==> config.mk <==
export PLATFORM = sky130hd
export DESIGN_NAME = can_rx_crc_check
export DESIGN_NICKNAME = d
export VERILOG_FILES = /design/src/rtl/can_rx_crc_check.sv
export SDC_FILE = /design/constraint.sdc
export NUM_CORES = 1
export LEC_CHECK = 0
export CAP_MARGIN = 20
export CORE_ASPECT_RATIO = 0.8
export CORE_MARGIN = 8
export CORE_UTILIZATION = 59
export DETAILED_ROUTE_END_ITERATION = 12
export GPL_TIMING_DRIVEN = 0
export HOLD_SLACK_MARGIN = 0.1
export PLACE_DENSITY = 0.84
export SETUP_SLACK_MARGIN = 0.3
export SLEW_MARGIN = 20
export SYNTH_ARGS = -nofsm -noshare
export SYNTH_HDL_FRONTEND = slang
export SYNTH_SLANG_ARGS = --single-unit
==> constraint.sdc <==
create_clock -name clk -period 2.9 [get_ports clk]
set_input_delay 0.58 -clock clk [delete_from_list [all_inputs] [get_ports clk]]
set_output_delay 0.58 -clock clk [all_outputs]
set_load 0.05 [all_outputs]
==> src/rtl/can_rx_crc_check.sv <==
// Receive-side CAN CRC-15 checker: runs the LFSR over SOF..data plus the received CRC field
// and checks the delimiter. Optional debug ports are enabled with CAN_RX_CRC_DEBUG_EN.
module can_rx_crc_check #(
  parameter int               CRC_W = 15,
  parameter logic [CRC_W-1:0] POLY  = 15'h4599,
  parameter logic [CRC_W-1:0] INIT  = 15'h0000
) (
  input  logic             clk,
  input  logic             rst_n,
  input  logic             sof,
  input  logic             abort,
  input  logic             bit_valid,
  input  logic             bit_val,
  input  logic             crc_field,
`ifdef CAN_RX_CRC_DEBUG_EN
  output logic [CRC_W-1:0] calc_crc,
  output logic [CRC_W-1:0] crc_mismatch_bits,
`endif
  output logic             busy,
  output logic             crc_done,
  output logic             crc_err,
  output logic             delim_err,
  output logic [CRC_W-1:0] rx_crc
);

  localparam logic [1:0] ST_IDLE   = 2'd0;
  localparam logic [1:0] ST_ACCUM  = 2'd1;
  localparam logic [1:0] ST_CRC_RX = 2'd2;
  localparam logic [1:0] ST_DELIM  = 2'd3;

  localparam logic [3:0] LAST_CNT  = 4'd14;

  // One CAN CRC-15 LFSR step, bit-exact with the TX generator.
  function automatic logic [CRC_W-1:0] lfsr_step(input logic [CRC_W-1:0] s, input logic b);
    logic inv;
    inv = b ^ s[CRC_W-1];
    return {s[CRC_W-2:0], 1'b0} ^ (inv ? POLY : {CRC_W{1'b0}});
  endfunction

  logic [1:0]       state_q, state_d;
  logic [CRC_W-1:0] lfsr_q, lfsr_d;
  logic [3:0]       cnt_q, cnt_d;
  logic [CRC_W-1:0] rx_crc_q, rx_crc_d;
  logic             crc_err_q, crc_err_d;
  logic             delim_err_q, delim_err_d;
  logic             crc_done_q, crc_done_d;
  logic             busy_q;
`ifdef CAN_RX_CRC_DEBUG_EN
  logic [CRC_W-1:0] calc_q, calc_d;
  logic [CRC_W-1:0] mism_q, mism_d;
`endif

  // Next-state logic; abort outranks sof, which outranks bit_valid.
  always_comb begin
    state_d     = state_q;
    lfsr_d      = lfsr_q;
    cnt_d       = cnt_q;
    rx_crc_d    = rx_crc_q;
    crc_err_d   = crc_err_q;
    delim_err_d = delim_err_q;
    crc_done_d  = 1'b0;
`ifdef CAN_RX_CRC_DEBUG_EN
    calc_d      = calc_q;
    mism_d      = mism_q;
`endif
    if (abort) begin
      state_d = ST_IDLE;
    end else if (sof) begin
      state_d     = ST_ACCUM;
      lfsr_d      = INIT;
      cnt_d       = 4'd0;
      rx_crc_d    = {CRC_W{1'b0}};
      crc_err_d   = 1'b0;
      delim_err_d = 1'b0;
`ifdef CAN_RX_CRC_DEBUG_EN
      calc_d      = {CRC_W{1'b0}};
      mism_d      = {CRC_W{1'b0}};
`endif
    end else if (bit_valid) begin
      case (state_q)
        ST_IDLE: begin
          state_d = ST_IDLE;
        end
        ST_ACCUM: begin
          lfsr_d = lfsr_step(lfsr_q, bit_val);
          if (crc_field) begin
            rx_crc_d = {rx_crc_q[CRC_W-2:0], bit_val};
            cnt_d    = 4'd1;
            state_d  = ST_CRC_RX;
`ifdef CAN_RX_CRC_DEBUG_EN
            calc_d   = lfsr_q;
`endif
          end else begin
            state_d = ST_ACCUM;
          end
        end
        ST_CRC_RX: begin
          // The counter alone ends the field; crc_field is not looked at here.
          lfsr_d   = lfsr_step(lfsr_q, bit_val);
          rx_crc_d = {rx_crc_q[CRC_W-2:0], bit_val};
          cnt_d    = cnt_q + 4'd1;
          if (cnt_q == LAST_CNT) begin
            state_d = ST_DELIM;
          end else begin
            state_d = ST_CRC_RX;
          end
        end
        ST_DELIM: begin
          delim_err_d = ~bit_val;
          crc_err_d   = (lfsr_q != {CRC_W{1'b0}});
          crc_done_d  = 1'b1;
          state_d     = ST_IDLE;
`ifdef CAN_RX_CRC_DEBUG_EN
          mism_d      = calc_q ^ rx_crc_q;
`endif
        end
        default: begin
          state_d = ST_IDLE;
        end
      endcase
    end else begin
      state_d = state_q;
    end
  end

  // State and output registers.
  always_ff @(posedge clk or negedge rst_n) begin
    if (!rst_n) begin
      state_q     <= ST_IDLE;
      lfsr_q      <= INIT;
      cnt_q       <= 4'd0;
      rx_crc_q    <= {CRC_W{1'b0}};
      crc_err_q   <= 1'b0;
      delim_err_q <= 1'b0;
      crc_done_q  <= 1'b0;
      busy_q      <= 1'b0;
`ifdef CAN_RX_CRC_DEBUG_EN
      calc_q      <= {CRC_W{1'b0}};
      mism_q      <= {CRC_W{1'b0}};
`endif
    end else begin
      state_q     <= state_d;
      lfsr_q      <= lfsr_d;
      cnt_q       <= cnt_d;
      rx_crc_q    <= rx_crc_d;
      crc_err_q   <= crc_err_d;
      delim_err_q <= delim_err_d;
      crc_done_q  <= crc_done_d;
      busy_q      <= (state_d != ST_IDLE);
`ifdef CAN_RX_CRC_DEBUG_EN
      calc_q      <= calc_d;
      mism_q      <= mism_d;
`endif
    end
  end

  assign busy      = busy_q;
  assign crc_done  = crc_done_q;
  assign crc_err   = crc_err_q;
  assign delim_err = delim_err_q;
  assign rx_crc    = rx_crc_q;
`ifdef CAN_RX_CRC_DEBUG_EN
  assign calc_crc          = calc_q;
  assign crc_mismatch_bits = mism_q;
`endif

endmodule

# After elaboration in Yosys (flattened, before gate mapping)
# Cells that the tools add are included.
[totals]
in_bits = 7
word_cells = 58
reg_bits = 40
[op_classes]
n_mux = 28
n_eq_ne = 5
reduce_logical = 12
bitwise_logic = 4
n_addsub = 1
[op_table]
columns = ["cell", "count"]
rows = [
  ["15-bit 2-to-1 mux", 7],
  ["15-bit one-hot mux with 2 select lines", 1],
  ["15-bit nonzero test", 1],
  ["15-bit XOR", 1],
  ["4-bit 2-to-1 mux", 3],
  ["1-bit 2-to-1 mux", 11],
  ["2-bit 2-to-1 mux", 4],
  ["4-bit one-hot mux with 2 select lines", 1],
  ["2-bit nonzero test", 4],
  ["2-bit one-hot mux with 3 select lines", 1],
  ["3-bit AND reduction", 2],
  ["4-bit by 1-bit adder with 4-bit output (second input constant)", 1],
  ["2-bit == test (second input constant)", 2],
  ["4-bit == test (second input constant)", 1],
  ["4-bit AND reduction", 1],
  ["2-bit OR reduction", 2],
  ["3-bit != test (second input constant)", 1],
  ["3-bit nonzero test", 1],
  ["2-bit by 1-bit == test with 1-bit output (second input constant)", 1],
  ["2-bit logical NOT", 1],
  ["1-bit NOT", 2],
  ["1-bit XOR", 1],
]

# Longest topological paths before layout
# Gate-level depths: netlist of run 1.
[depth]
depth_word = 7
ltp_mapped = 6
depth_no_buf = 5

# Least setup slack after synthesis of run 1
# No wires, ideal clock.
[synth_timing]
path_type = "register to register"
startpoint = "register state_q[0]"
endpoint = "register lfsr_q[3]"
setup_time_ns = 0.067
setup_slack_ns = 1.345
required_time_ns = 2.833
n_path_buf = 0
path_stages_with_launch = 6
t_arrival_ns = 1.488
path_cell_list = "dfrtp_1 inv_1 ha_1 nand2b_2 nor3_1 a22o_1"
[synth_between]
elab_chain_len = 4
[synth_rtl]
columns = ["element", "line", "text"]
rows = [
  ["start, declared", "40", "logic [1:0] state_q, state_d;"],
  ["start signal, assigned", "142", "state_q <= state_d;"],
  ["2-bit == test or 2-bit by 1-bit == test with 1-bit output (tied branches)", "80", "case (state_q)"],
  ["2-bit OR reduction (no source line) *", "-", ""],
  ["2-bit nonzero test (no source line) *", "-", ""],
  ["3-bit AND reduction (no source line) *", "-", ""],
  ["end signal, assigned", "143", "lfsr_q <= lfsr_d;"],
  ["end, declared", "41", "logic [CRC_W-1:0] lfsr_q, lfsr_d;"],
]
# Every way passes the cells marked *; elsewhere a longest branch is shown, timed or not.
# A chain may end at the register's enable or synchronous reset.

# Worst setup path in the final report of run 1
[layout_timing]
startpoint = "register rx_crc_q[3], in the netlist rx_crc[3]"
endpoint = "output port rx_crc[3]"
[layout_lines]
columns = ["element", "line", "text"]
rows = [
  ["start, declared", "43", "logic [CRC_W-1:0] rx_crc_q, rx_crc_d;"],
  ["start signal, assigned", "132", "rx_crc_q <= {CRC_W{1'b0}};"],
  ["start signal, assigned", "145", "rx_crc_q <= rx_crc_d;"],
  ["end, declared", "23", "output logic [CRC_W-1:0] rx_crc"],
]
# No word-level cell between the ends.

==> flow_metrics.env, run 1 <==
export IMPL_clockRootBuffer="clkbuf_8"
export IMPL_timing_setup_tns_ns=0
export IMPL_min_path_type="in -> async"
export IMPL_fmax_ghz=0.476
export IMPL_avgSynthCellArea_um2=10.4
export IMPL_hold_viol=0
export IMPL_status="completed"
export IMPL_start_util_pct=60.8
export IMPL_path_delay_family="buffers and inverters"
export IMPL_synth_top_cell_area_share_pct=48.8
export IMPL_syn_inst=198
export IMPL_die_area_mm2=0.00564
export IMPL_yosysMostFrequentCell="dfrtp_1"
export IMPL_synth_edff_count=0
export IMPL_fin_ws_ns=0.799
export IMPL_finalCriticalPeriod_ns=2.10
export IMPL_endpoint_kind="primary output"
export IMPL_required_ns=2.32
export IMPL_die_x_um=82.0
export IMPL_post_cts_setup_buffers=0
export IMPL_worst_r2r_path_depth=5
export IMPL_fin_skew_ns=0.00970
export IMPL_numPortBuffers=22
export IMPL_start_kind="flip-flop"
export IMPL_io_pin_count=26
export IMPL_viasPerCell=5.71
export IMPL_crit_path_end="rx_crc[3]"
export IMPL_h_tree_depth=2
export IMPL_synth_top_cells_by_area="dfrtp_1, nand4_1, o21ai_0, inv_1, ha_1"
export IMPL_fin_crit_sh_pct=72.4
export IMPL_grt_pass1_wl_um=7130
export IMPL_core_area_mm2=0.00338
export IMPL_grt_ovfl_total=0
export IMPL_clk_pin_slew_worst_paths_ns=0.09
export IMPL_route_detailed_drc=0
export IMPL_crit_fanout=3
export IMPL_ys_flop_type="dfrtp_1"
export IMPL_cts_tree="done"
export IMPL_p_leak_nw=1.07
export IMPL_cpMaxStageDelayCell="clkdlybuf4s50_1"
export IMPL_first_iter_violations=110
export IMPL_cts_buffer_depth=2
export IMPL_critPathBufInv=1
export IMPL_grt_use_total_pct=16.3
export IMPL_drive_above_1_share_pct=14.4
export IMPL_n_antenna_cell=0
export IMPL_total_power_mw=1.27
export IMPL_syn2layout_area_growth_pct=19.6
export IMPL_crit_chain="clkdlybuf4s50_1"
export IMPL_num_rows=19
export IMPL_gp_congestion=0.831
export IMPL_worstSetupPathDepth=1
export IMPL_reg2reg_to="lfsr_q[7]$_DFFE_PN0P_"
export IMPL_rsz0062_at_grt="no"
export IMPL_max_cap_viol_count=0
export IMPL_syn_area_mm2=0.00205
export IMPL_power_density_mw_per_mm2=515
export IMPL_first_pass_iters=4
export IMPL_ir_drop_mv=0.468
export IMPL_nets=241
export IMPL_seq_area_frac_synth_pct=48.8
export IMPL_final_antenna_net_count=0
export IMPL_grt_pass1_vias=1504
export IMPL_cts_inserted_buffers=5
export IMPL_routed_wirelength_um=4200
export IMPL_ys_seq_elements=40
export IMPL_syn_nets=211
export IMPL_yosys_top_cells_count="dfrtp_1, inv_1, nand4_1, o21ai_0, nor4_1"
export IMPL_r2r_setup_slack_ns=0.99
export IMPL_crit_type="reg -> out"
export IMPL_ys_warn_count=0
export IMPL_yosysUniqueCellTypes=42
export IMPL_antenna_found_initial=0
export IMPL_finalSetupViolCount=0
export IMPL_slew_limit_headroom_pct=55.7
export IMPL_clock_latency_ns=0.30
export IMPL_grt_start_max_net_pins=28
export IMPL_synth_top_area_cell="dfrtp_1"
export IMPL_dpl_hpwl_um=3060
export IMPL_slew_viol_final=0
export IMPL_wl_per_cell_um=15.5
export IMPL_r2r_start="state_q[0]$_DFF_PN0_"
export IMPL_async_reset_ff_share_pct=100
export IMPL_clock_sinks=40
export IMPL_fillers=253
export IMPL_post_place_ws_ns=0.901
export IMPL_num_vias=1548
export IMPL_critPathMaxStageDelay_ns=0.83
export IMPL_fp_dieH_um=68.8
export IMPL_worst_pin_slew_ns=0.660
export IMPL_post_cts_resized=0
export IMPL_ctsHoldBuffers=0
export IMPL_startpoint="rx_crc[3]$_DFFE_PN0P_"
export IMPL_whs_ns=0.167
export IMPL_crit_arrival_ns=1.52
-- kinds of logic after synthesis --
| kind of cell | count (synthesis) | share of synthesized area (%) |
|---|---|---|
| and+or+nand+nor | 52 | 15.3 |
| muxes | 6 | 3.29 |
| xor gates and xnor gates | 7 | 3.90 |
| adders and majority gates | 6 | 3.66 |
| DFF | 40 | 48.8 |
| buffers and inverters | 41 | 9.32 |
| AOI/OAI and AO/OA | 46 | 15.8 |
-- power breakdown --
group	switching, mW	total [mW]	internal (mW)	leakage, nW
clock	0.212	0.471	0.259	0.0548
sequential	0.0255	0.602	0.577	0.552
combinational	0.109	0.193	0.0840	0.466
total	0.346	1.27	0.920	1.07
-- per-layer routing --
layer | GRT usage, % | wire (µm) | up-vias
li1 | - | - | 764
met1 | 20.7 | 2020 | 745
met2 | 26.6 | 1890 | 34
met3 | 4.66 | 258 | 5
met4 | 4.59 | 35 | 0
met5 | 0 | 0 | -
-- state kept, by name, summed over array words and instances (netlist names) --
signal / count
lfsr_q: 15
rx_crc: 15
cnt_q: 4
state_q: 2
busy: 1
crc_done: 1
crc_err: 1
delim_err: 1
-- final cells by class --
cell class                 count  area (µm²)  area share [%]
clock inverter                 3        46.3            1.88
timing repair buffer          23         235            9.58
sequential                    40        1000            40.8
buffer                        12        82.6            3.36
clock buffer                   5        68.8            2.80
inverter                      29         109            4.43
tap                           42        52.6            2.14
multi-input combinational    117         861            35.0
-- layout by cell type, fill, tap and decap left out, drive strengths merged, types with 3 or more instances in the layout --
master         count
a21o               4
mux2               3
dfrtp             40
nor2b              5
xnor2              6
clkbuf             6
nand4             23
mux2i              3
ha                 6
nand2              4
buf               13
clkdlybuf4s50     21
o21ai             24
nand2b             3
nor4               7
inv               29
a22o               5
nor2               4
nor3               4
-- through the flow --
| step | area (µm²) | std cells | util [%] |
|---|---|---|---|
| 2_1_floorplan | 2050 | 198 | - |
| 6_report | 2460 | 271 | 72.8 |
| 4_1_cts | 2460 | 271 | 72.8 |
| 3_5_place_dp | 2340 | 263 | 69.3 |
| 3_3_place_gp | 2330 | 262 | 68.9 |
| 5_1_grt | 2460 | 271 | 72.8 |
-- how the worst min path moves through the flow --
stage                          startpoint  depth (start not counted)                     end  slack (ns)
global route                        rst_n                          1   rx_crc[5]$_DFFE_PN0P_        0.18
finish                              rst_n                          1  rx_crc[14]$_DFFE_PN0P_        0.17
floorplan                           rst_n                          0          busy$_DFF_PN0_        0.28
global placement    lfsr_q[0]$_DFFE_PN0P_                          1   lfsr_q[0]$_DFFE_PN0P_        0.50
CTS                                 rst_n                          1   rx_crc[1]$_DFFE_PN0P_        0.17
detailed placement                  rst_n                          1  rx_crc[14]$_DFFE_PN0P_        0.49
Note: power is estimated with default switching activity, not from simulation.
==> run 2, diff against run 1 <==
- CORE_UTILIZATION: 59 -> 55
- PLACE_DENSITY: 0.84 -> 0.79
- clock period: 2.9 -> 2.2 ns (I/O delays scaled with it)
==> run 2 against run 1 <==
Flip-flop and latch count stayed put. Sequential share of layout area hardly changed. Critical path depth stayed put. Total power is 32% higher. Via count is 1.9% higher. Die area is 5.7% higher. Worst hold slack better by 0.25 ns. Sequential power is 32% higher. Clock skew is 0.0012 ns higher. Utilization is 5.9 points lower. Wire length is 2.8% higher. Critical endpoint is now busy. Largest cell class unchanged. Largest power group unchanged.
==> flow_metrics.env, run 2 (synthesized netlist as in run 1, its figures left out) <==
export IMPL_crit_chain="clkdlybuf4s50_1"
export IMPL_clk_pin_slew_worst_paths_ns=0.08
export IMPL_cts_buffer_depth=2
export IMPL_start_kind="flip-flop"
export IMPL_r2r_setup_slack_ns=0.51
export IMPL_dpl_hpwl_um=3030
export IMPL_min_path_type="in -> reg"
export IMPL_grt_start_max_net_pins=26
export IMPL_post_cts_setup_buffers=0
export IMPL_finalInstanceArea_mm2=0.00246
export IMPL_n_antenna_cell=0
export IMPL_timing_setup_tns_ns=0
export IMPL_final_common_cell="dfrtp_1"
export IMPL_grt_ovfl_total=0
export IMPL_p_leak_nw=1.18
export IMPL_worstSetupPathDepth=1
export IMPL_clock_latency_ns=0.30
export IMPL_power_density_mw_per_mm2=679
export IMPL_die_area_mm2=0.00596
export IMPL_finalSetupViolCount=0
export IMPL_core_area_mm2=0.00368
export IMPL_critPathBufInv=1
export IMPL_first_pass_iters=4
export IMPL_num_rows=20
export IMPL_endpoint_kind="primary output"
export IMPL_cts_tree="done"
export IMPL_die_x_um=84.3
export IMPL_clock_sinks=40
export IMPL_fin_crit_sh_pct=84.0
export IMPL_viasPerCell=5.76
export IMPL_final_cell_mix="dfrtp_1, inv_1, nand4_1, o21ai_0, dlygate4sd2_1"
export IMPL_grt_use_total_pct=14.9
export IMPL_slew_viol_final=0
export IMPL_rsz0062_at_grt="no"
export IMPL_placed_cell_area_mm2=0.00234
export IMPL_fin_skew_ns=0.0109
export IMPL_crit_type="reg -> out"
export IMPL_first_iter_violations=64
export IMPL_max_cap_viol_count=0
export IMPL_worst_pin_slew_ns=0.504
export IMPL_clockRootBuffer="clkbuf_8"
export IMPL_io_pin_count=26
export IMPL_grt_pass1_vias=1502
export IMPL_fp_dieH_um=70.7
export IMPL_startpoint="busy$_DFF_PN0_"
export IMPL_routed_wirelength_um=4320
export IMPL_route_detailed_drc=0
export IMPL_final_antenna_net_count=0
export IMPL_wl_per_cell_um=15.8
export IMPL_syn2layout_area_growth_pct=19.7
export IMPL_status="completed"
export IMPL_numPortBuffers=22
export IMPL_fillers=293
export IMPL_hold_viol=0
export IMPL_required_ns=1.76
export IMPL_h_tree_depth=2
export IMPL_slew_limit_headroom_pct=66.3
export IMPL_grt_pass1_wl_um=7370
export IMPL_nets=242
export IMPL_cts_inserted_buffers=5
export IMPL_antenna_found_initial=0
export IMPL_path_delay_family="buffers and inverters"
export IMPL_reg2reg_to="lfsr_q[7]$_DFFE_PN0P_"
export IMPL_fmax_ghz=0.541
export IMPL_ir_drop_mv=0.406
export IMPL_start_util_pct=55.8
export IMPL_num_vias=1577
export IMPL_cpMaxStageDelayCell="clkdlybuf4s50_1"
export IMPL_finalCriticalPeriod_ns=1.85
export IMPL_worst_r2r_path_depth=5
export IMPL_crit_arrival_ns=1.41
export IMPL_crit_fanout=1
export IMPL_r2r_start="state_q[0]$_DFF_PN0_"
export IMPL_gp_congestion=0.839
export IMPL_drive_above_1_share_pct=15.2
export IMPL_crit_path_end="busy"
export IMPL_critPathMaxStageDelay_ns=0.79
-- run 2: changes by cell type in the layout (fill, tap and decap cells not counted) --
cell	previous run	this run
a21oi_1	2	1
a21oi_2	0	1
clkdlybuf4s50_1	21	3
dlygate4sd2_1	0	17
dlygate4sd3_1	0	1
dlymetal6s2s_1	0	1
nor3_1	4	3
nor3_2	0	1
-- run 2: area by class of cell --
cell class,count,area [µm²],area share (%)
inverters,29,109,4.43
multi-input cells,117,870,35.4
flip-flops and latches,40,1000,40.7
plain buffers,12,82.6,3.36
repair buffers,24,226,9.21
clock buffers,5,68.8,2.80
well taps,44,55.1,2.24
clock inverters,3,46.3,1.88
-- run 2: timing repair --
| item | 4_1_cts | 5_1_grt |
|---|---|---|
| hold buffers | 1 | 0 |
| endpoints found under the setup margin | 17 | 7 |
| resized for setup | 17 | 3 |
| pin swaps | 0 | 0 |
| cloned | 0 | 0 |
| endpoints found under the hold margin | 15 | 0 |
-- run 2: worst min path at each step --
| stage | startpoint | end | slack (ns) | cells past startpoint |
|---|---|---|---|---|
| 5_1_grt | abort | crc_done$_DFF_PN0_ | 0.43 | 2 |
| 4_1_cts | abort | crc_done$_DFF_PN0_ | 0.41 | 2 |
| 2_1_floorplan | rst_n | busy$_DFF_PN0_ | 0.14 | 0 |
| 3_3_place_gp | delim_err$_DFFE_PN0P_ | delim_err$_DFFE_PN0P_ | 0.50 | 2 |
| 3_5_place_dp | rst_n | rx_crc[14]$_DFFE_PN0P_ | 0.38 | 1 |
| 6_report | abort | crc_done$_DFF_PN0_ | 0.42 | 2 |
-- run 2: per-layer routing --
| metal | GRT usage, % | wire length (µm) | part of all wire, % | vias to the layer above |
|---|---|---|---|---|
| met5 | 0 | 0 | 0 | - |
| met4 | 5.16 | 46 | 1.1 | 0 |
| met3 | 5.05 | 363 | 8.4 | 5 |
| met2 | 22.5 | 1960 | 45 | 50 |
| met1 | 19.4 | 1950 | 45 | 753 |
| li1 | - | - | - | 769 |
-- run 2: stage by stage --
stage          power [mW]  hold WS, ns  instances  setup slack [ns]  utilization [%]
2_1_floorplan       0.989        0.144        198             0.645                -
4_1_cts              1.68        0.406        274             0.301             66.5
3_5_place_dp         1.06        0.384        265             0.330             63.7
3_3_place_gp         1.06        0.504        264            -0.292             63.3
6_report             1.67        0.415        274             0.352             66.8
5_1_grt              1.74        0.425        274             0.316             66.8
-- run 2: report_power, final --
| group | total (mW) | internal [mW] | switching (mW) |
|---|---|---|---|
| Clock | 0.619 | 0.342 | 0.277 |
| Combinational | 0.256 | 0.111 | 0.146 |
| Sequential | 0.794 | 0.760 | 0.0341 |
